===== src/rtl/imem_loader_pkg.sv =====
// Shared definitions for the instruction-memory boot loader.
// Default geometry matches the instruction memory it fills.
package imem_loader_pkg;

  localparam int WIDTH_DEF = 32;
  localparam int DEPTH_DEF = 32;
  localparam int AW_DEF    = 5;

  typedef enum logic [1:0] {
    IDLE = 2'd0,
    LOAD = 2'd1,
    LAST = 2'd2
  } ld_state_e;

  function automatic int bpw(input int width);
    return width / 8;
  endfunction

  function automatic int cnt_w(input int width);
    return (width / 8 > 1) ? $clog2(width / 8) : 1;
  endfunction

endpackage


===== src/rtl/imem_loader_word_assembler.sv =====
// Packs bytes little-endian into one instruction word.
// Owns the lane counter; flags the byte that completes a word.
module word_assembler
  import imem_loader_pkg::*;
#(
  parameter int WIDTH = WIDTH_DEF
) (
  input  logic             clk,
  input  logic             reset,
  input  logic             clr_i,
  input  logic             en_i,
  input  logic [7:0]       data_i,
  output logic [WIDTH-1:0] word_o,
  output logic             full_o
);

  localparam int BPW = bpw(WIDTH);
  localparam int BCW = cnt_w(WIDTH);

  logic [BCW-1:0]   cnt_q, cnt_d;
  logic [WIDTH-1:0] word_q, word_d;
  logic             last_lane;

  assign last_lane = (cnt_q == BCW'(BPW - 1));

  always_comb begin
    word_d = word_q;
    cnt_d  = cnt_q;
    if (clr_i) begin
      cnt_d = '0;
    end else if (en_i) begin
      word_d[8*cnt_q +: 8] = data_i;
      cnt_d = last_lane ? '0 : cnt_q + 1'b1;
    end
  end

  // The completing byte is not yet registered, so expose the merged word.
  assign word_o = word_d;
  assign full_o = en_i & last_lane & ~clr_i;

  always_ff @(posedge clk) begin
    if (reset) begin
      cnt_q  <= '0;
      word_q <= '0;
    end else begin
      cnt_q  <= cnt_d;
      word_q <= word_d;
    end
  end

endmodule


===== src/rtl/imem_loader.sv =====
// Boot-time loader: byte stream in, packed words out to the
// instruction memory write port; holds the core while busy.
module imem_loader
  import imem_loader_pkg::*;
#(
  parameter int WIDTH = WIDTH_DEF,
  parameter int DEPTH = DEPTH_DEF,
  parameter int AW    = AW_DEF
) (
  input  logic             clk,
  input  logic             reset,
  input  logic             start,
  input  logic [AW:0]      load_len,
  input  logic             byte_valid,
  input  logic [7:0]       byte_data,
  output logic             byte_ready,
  output logic             wr_en,
  output logic [AW-1:0]    wr_addr,
  output logic [WIDTH-1:0] wr_data,
  output logic             busy,
  output logic             done,
  output logic             err
);

  ld_state_e        state_q, state_d;
  logic [AW:0]      word_cnt_q, word_cnt_d;
  logic [AW:0]      len_q, len_d;
  logic             err_q, err_d;
  logic             done_q, done_d;
  logic             wr_en_q, wr_en_d;
  logic [AW-1:0]    wr_addr_q, wr_addr_d;
  logic [WIDTH-1:0] wr_data_q, wr_data_d;

  logic             byte_acc;
  logic             asm_clr;
  logic             word_full;
  logic [WIDTH-1:0] asm_word;
  logic             last_word;

  assign byte_ready = (state_q == LOAD);
  assign busy       = (state_q != IDLE);
  assign byte_acc   = byte_valid & byte_ready;
  assign last_word  = (word_cnt_q == len_q - 1'b1);

  word_assembler #(
    .WIDTH (WIDTH)
  ) u_asm (
    .clk    (clk),
    .reset  (reset),
    .clr_i  (asm_clr),
    .en_i   (byte_acc),
    .data_i (byte_data),
    .word_o (asm_word),
    .full_o (word_full)
  );

  always_comb begin
    state_d    = state_q;
    word_cnt_d = word_cnt_q;
    len_d      = len_q;
    err_d      = err_q;
    done_d     = 1'b0;
    wr_en_d    = 1'b0;
    wr_addr_d  = wr_addr_q;
    wr_data_d  = wr_data_q;
    asm_clr    = 1'b0;
    unique case (state_q)
      IDLE: begin
        if (start) begin
          if (load_len == '0) begin
            done_d = 1'b1;
            err_d  = 1'b0;
          end else if (load_len > (AW+1)'(DEPTH)) begin
            err_d = 1'b1;
          end else begin
            state_d    = LOAD;
            word_cnt_d = '0;
            len_d      = load_len;
            err_d      = 1'b0;
            asm_clr    = 1'b1;
          end
        end
      end
      LOAD: begin
        if (word_full) begin
          wr_en_d    = 1'b1;
          wr_addr_d  = word_cnt_q[AW-1:0];
          wr_data_d  = asm_word;
          word_cnt_d = word_cnt_q + 1'b1;
          // Final word: its write and done land together in LAST.
          if (last_word) begin
            state_d = LAST;
            done_d  = 1'b1;
          end
        end
      end
      LAST: begin
        state_d = IDLE;
      end
      default: begin
        state_d = IDLE;
      end
    endcase
  end

  always_ff @(posedge clk) begin
    if (reset) begin
      state_q    <= IDLE;
      word_cnt_q <= '0;
      len_q      <= '0;
      err_q      <= 1'b0;
      done_q     <= 1'b0;
      wr_en_q    <= 1'b0;
      wr_addr_q  <= '0;
      wr_data_q  <= '0;
    end else begin
      state_q    <= state_d;
      word_cnt_q <= word_cnt_d;
      len_q      <= len_d;
      err_q      <= err_d;
      done_q     <= done_d;
      wr_en_q    <= wr_en_d;
      wr_addr_q  <= wr_addr_d;
      wr_data_q  <= wr_data_d;
    end
  end

  assign wr_en   = wr_en_q;
  assign wr_addr = wr_addr_q;
  assign wr_data = wr_data_q;
  assign done    = done_q;
  assign err     = err_q;

endmodule

===== config.mk =====
export PLATFORM = sky130hd
export DESIGN_NAME = imem_loader
export DESIGN_NICKNAME = d
export VERILOG_FILES = /design/src/rtl/imem_loader_pkg.sv /design/src/rtl/imem_loader_word_assembler.sv /design/src/rtl/imem_loader.sv
export SDC_FILE = /design/constraint.sdc
export NUM_CORES = 1
export LEC_CHECK = 0
export ABC_AREA = 1
export CAP_MARGIN = 25
export CORE_MARGIN = 1
export CORE_UTILIZATION = 48
export CTS_CLUSTER_DIAMETER = 40
export DETAILED_ROUTE_END_ITERATION = 10
export PLACE_DENSITY = 0.75
export SETUP_SLACK_MARGIN = 0.1
export SYNTH_ARGS = -nofsm -noshare
export SYNTH_HDL_FRONTEND = slang
export SYNTH_SLANG_ARGS = --single-unit

===== constraint.sdc =====
create_clock -name clk -period 1.7 [get_ports clk]
set_clock_uncertainty 0.2 [all_clocks]
set_input_delay 0.255 -clock clk [delete_from_list [all_inputs] [get_ports clk]]
set_output_delay 0.255 -clock clk [all_outputs]
set_load 0.03 [all_outputs]

==> metrics.txt <==
CP Launch Type register; worst-skew pair later-pin latency 0.37 ns; Routed Antenna Nets 0; TritonCTS Sinks slightly below 90; area delta synth->final 52.5%; Synth top area share between 40% and 50%; Cell Rows 32; port bufs 59; CP max stage delay 0.40 ns; via count around 4200; Slew Limit Headroom roughly four fifths; Tot GR Track Use about 26%; worst-margin pin slew 0.323 ns; largest net degree at the start of global routing 25; syn_nets just under 600; cell accounting for the most synthesized area dfxtp_1; WP buf/inv 3; failing checks negative setup slack; largest cells by area after synthesis dfxtp_1 45%, nand2_1 13%, inv_1 9.4%, nor2_1 6.5%, o211ai_1 5.2%; DR WL/cell 16.9 microns; Inst Count DP around 730; mapped cell area 3930 sq um; RSZ-0062 raised after global routing yes; Initial DRT Pass Iterations 5; Clock H-tree levels 3; CTS tree yes; Core ar. approximately 7800 sq um; worst vdd ir 0.469 mV; Post-DP HPWL approximately 6700 microns; critical path type reg -> reg; Worst Path Max Fanout 9; Max Slew Vio Count 0; MaxCap Viol Count 0; fmax approximately 0.55 GHz; Die W approximately 93 microns; Placer Congestion 0.884; CP Data Arrival Time roughly 1.9 ns; vias in the first global route 3789; Final Hold Fails 0; worst min path class reg -> reg; deepest clock path buffer count 2; first-pass GRT wire length between 15000 and 20000 microns; Top delay family on crit path simple AND/OR/NAND/NOR gates; Final WS setup -0.102 ns; layout cells sized above 1 32.1%; Data required, critical path 1.81 ns; worst reg2reg startpoint u_asm.cnt_q[1]$_SDFFE_PP0N_; CP cell instances inv_4, ha_4, clkinv_4, nand3_1, nor3_1, a21oi_1, a21o_1, inv_1; vias per inst about 5.4; DP Worst Slack -0.368 ns; final std cells w/o fill 775; Max stage delay cell, worst path dfxtp_2; Worst-path clk slew approximately 0.09 ns; initial DRC count around 250; Yosys reg bits between 80 and 90; CP Capture Type register; initial antenna violation count 0; drt drc 0; Synth warnings 0; hold path startpoint wr_addr[1]$_SDFFE_PP0P_; root buffer cell clkbuf_8; Tmin final 1.80 ns; Die Ht between 90 and 100 microns; PwrDens between 700 and 800 nW/um^2; final setup vio count 35; n_diodes 0; Yosys cell types 29; syn avg cell area a little over 7 sq um; crit path launch u_asm.cnt_q[1]$_SDFFE_PP0N_; Initial Util between 50% and 60%; total grt overflow 0; Seq/Total Area, Yosys between 40 and 50%; full die area 8560 sq um; final layout net count approximately 700; Post-Syn Instances 556; fin crit share 106%; Post-CTS Hold Buffers 0; outcome complete, but fails checks; Leakage 0.00288 uW; CTS Buf Count 9; total wire length roughly 13000 microns; IO Pins 60
[repair_timing]
action | in CTS | in global routing
gates resized for setup | 118 | 132
endpoints found under the setup margin | 98 | 72
gates cloned | 5 | 4
buffers inserted | 14 | 6
pin swaps | 29 | 41
[final cells by class]
type	instances	area [sq um]
Multi-Input combinational cell	347	2240
Fill cell	493	1810
Sequential cell	88	1780
Timing Repair Buffer	122	1220
Inverter	101	407
Clock buffer	10	138
Tap cell	102	128
Clock inverter	5	81.3
[through the flow]
step                hold slack (ns)  util [%]  power (uW)  TNS [ns]  instance area, sq um
finish                        0.276      76.8        4350     -1.14                  5990
global route                  0.296      76.8        4480     -4.06                  5990
CTS                           0.280      70.3        4220         0                  5490
detailed placement            0.271      62.7        2570    -18.62                  4890
global placement              0.268      62.7        2560    -16.20                  4890
floorplan                     0.211         -        2410         0                  3980
[worst paths after layout]
| kind | to | slack (ns) | cells past startpoint |
|---|---|---|---|
| min | wr_addr[1]$_SDFFE_PP0P_ | 0.28 | 2 |
| min reg2reg | wr_addr[1]$_SDFFE_PP0P_ | 0.28 | 2 |
| max | wr_data[28]$_SDFFE_PP0P_ | -0.10 | 8 |
| max reg2reg | wr_data[28]$_SDFFE_PP0P_ | -0.10 | 8 |
[power breakdown]
group          total [uW]  switching [uW]  internal (uW)  leakage [uW]
sequential           2110            21.0           2090      0.000716
clock                1630             775            860      0.000108
combinational         608             364            244       0.00206
total                4350            1160           3190       0.00288
[synthesized netlist by cell type, drive strengths merged]
cell type and n:
o211ai 28, inv 99, clkbuf 9, nand2 138, nand4 3, o21a 2
nor2 69, o22ai 1, nand3 22, clkinv 2, buf 12, nor3 13
dfxtp 88, or2 1, o21ai 31, ha 8, a21oi 22, xnor2 3
a21o 4, xor2 1
[placed cells by master, fill, tap and decap left out, types with 10 or more instances in the layout]
| cell type | netlist | routed |
|---|---|---|
| inv_2 | 1 | 15 |
| nor2_1 | 68 | 43 |
| o211ai_1 | 27 | 27 |
| dfxtp_1 | 88 | 78 |
| dlygate4sd2_1 | 0 | 34 |
| inv_1 | 98 | 78 |
| nand3_1 | 21 | 10 |
| buf_4 | 6 | 39 |
| nor2_2 | 0 | 16 |
| clkdlybuf4s50_1 | 0 | 17 |
| nand2_2 | 1 | 10 |
| o21ai_2 | 0 | 16 |
| nand3_2 | 1 | 10 |
| a21oi_1 | 22 | 15 |
| buf_6 | 1 | 14 |
| nand2_1 | 136 | 118 |
| clkbuf_8 | 0 | 10 |
[tightest hold or removal path: stages, from the launching register on]
cell and delay, ns:
dfxtp_1 0.32, nand2_1 0.06, a21oi_1 0.06
[kinds of logic after synthesis]
| group | Yosys count | synth area share [%] |
|---|---|---|
| buffers and inverters | 122 | 12.6 |
| adder cells (fa/ha/maj) | 8 | 2.55 |
| AND/OR/NAND/NOR | 246 | 25.7 |
| XOR/XNOR | 4 | 0.891 |
| flip-flops | 88 | 44.8 |
| AO/OA/AOI/OAI | 88 | 13.5 |
[routing by layer]
| metal | global-route usage [%] | vias to the layer above | part of all wire (%) |
|---|---|---|---|
| met2 | 47.2 | 200 | 51 |
| li1 | - | 1964 | - |
| met1 | 31.1 | 1987 | 39 |
| met4 | 7.16 | 0 | 5.1 |
| met5 | 0 | - | 0 |
| met3 | 4.76 | 64 | 5.3 |
[registers in the layout (all words and copies together) (netlist names)]
register,count
done,1
u_asm.word_q,32
wr_en,1
state_q,2
wr_data,32
wr_addr,5
err,1
len_q,6
word_cnt_q,6
u_asm.cnt_q,2
Power figures use the tool's default switching activity.
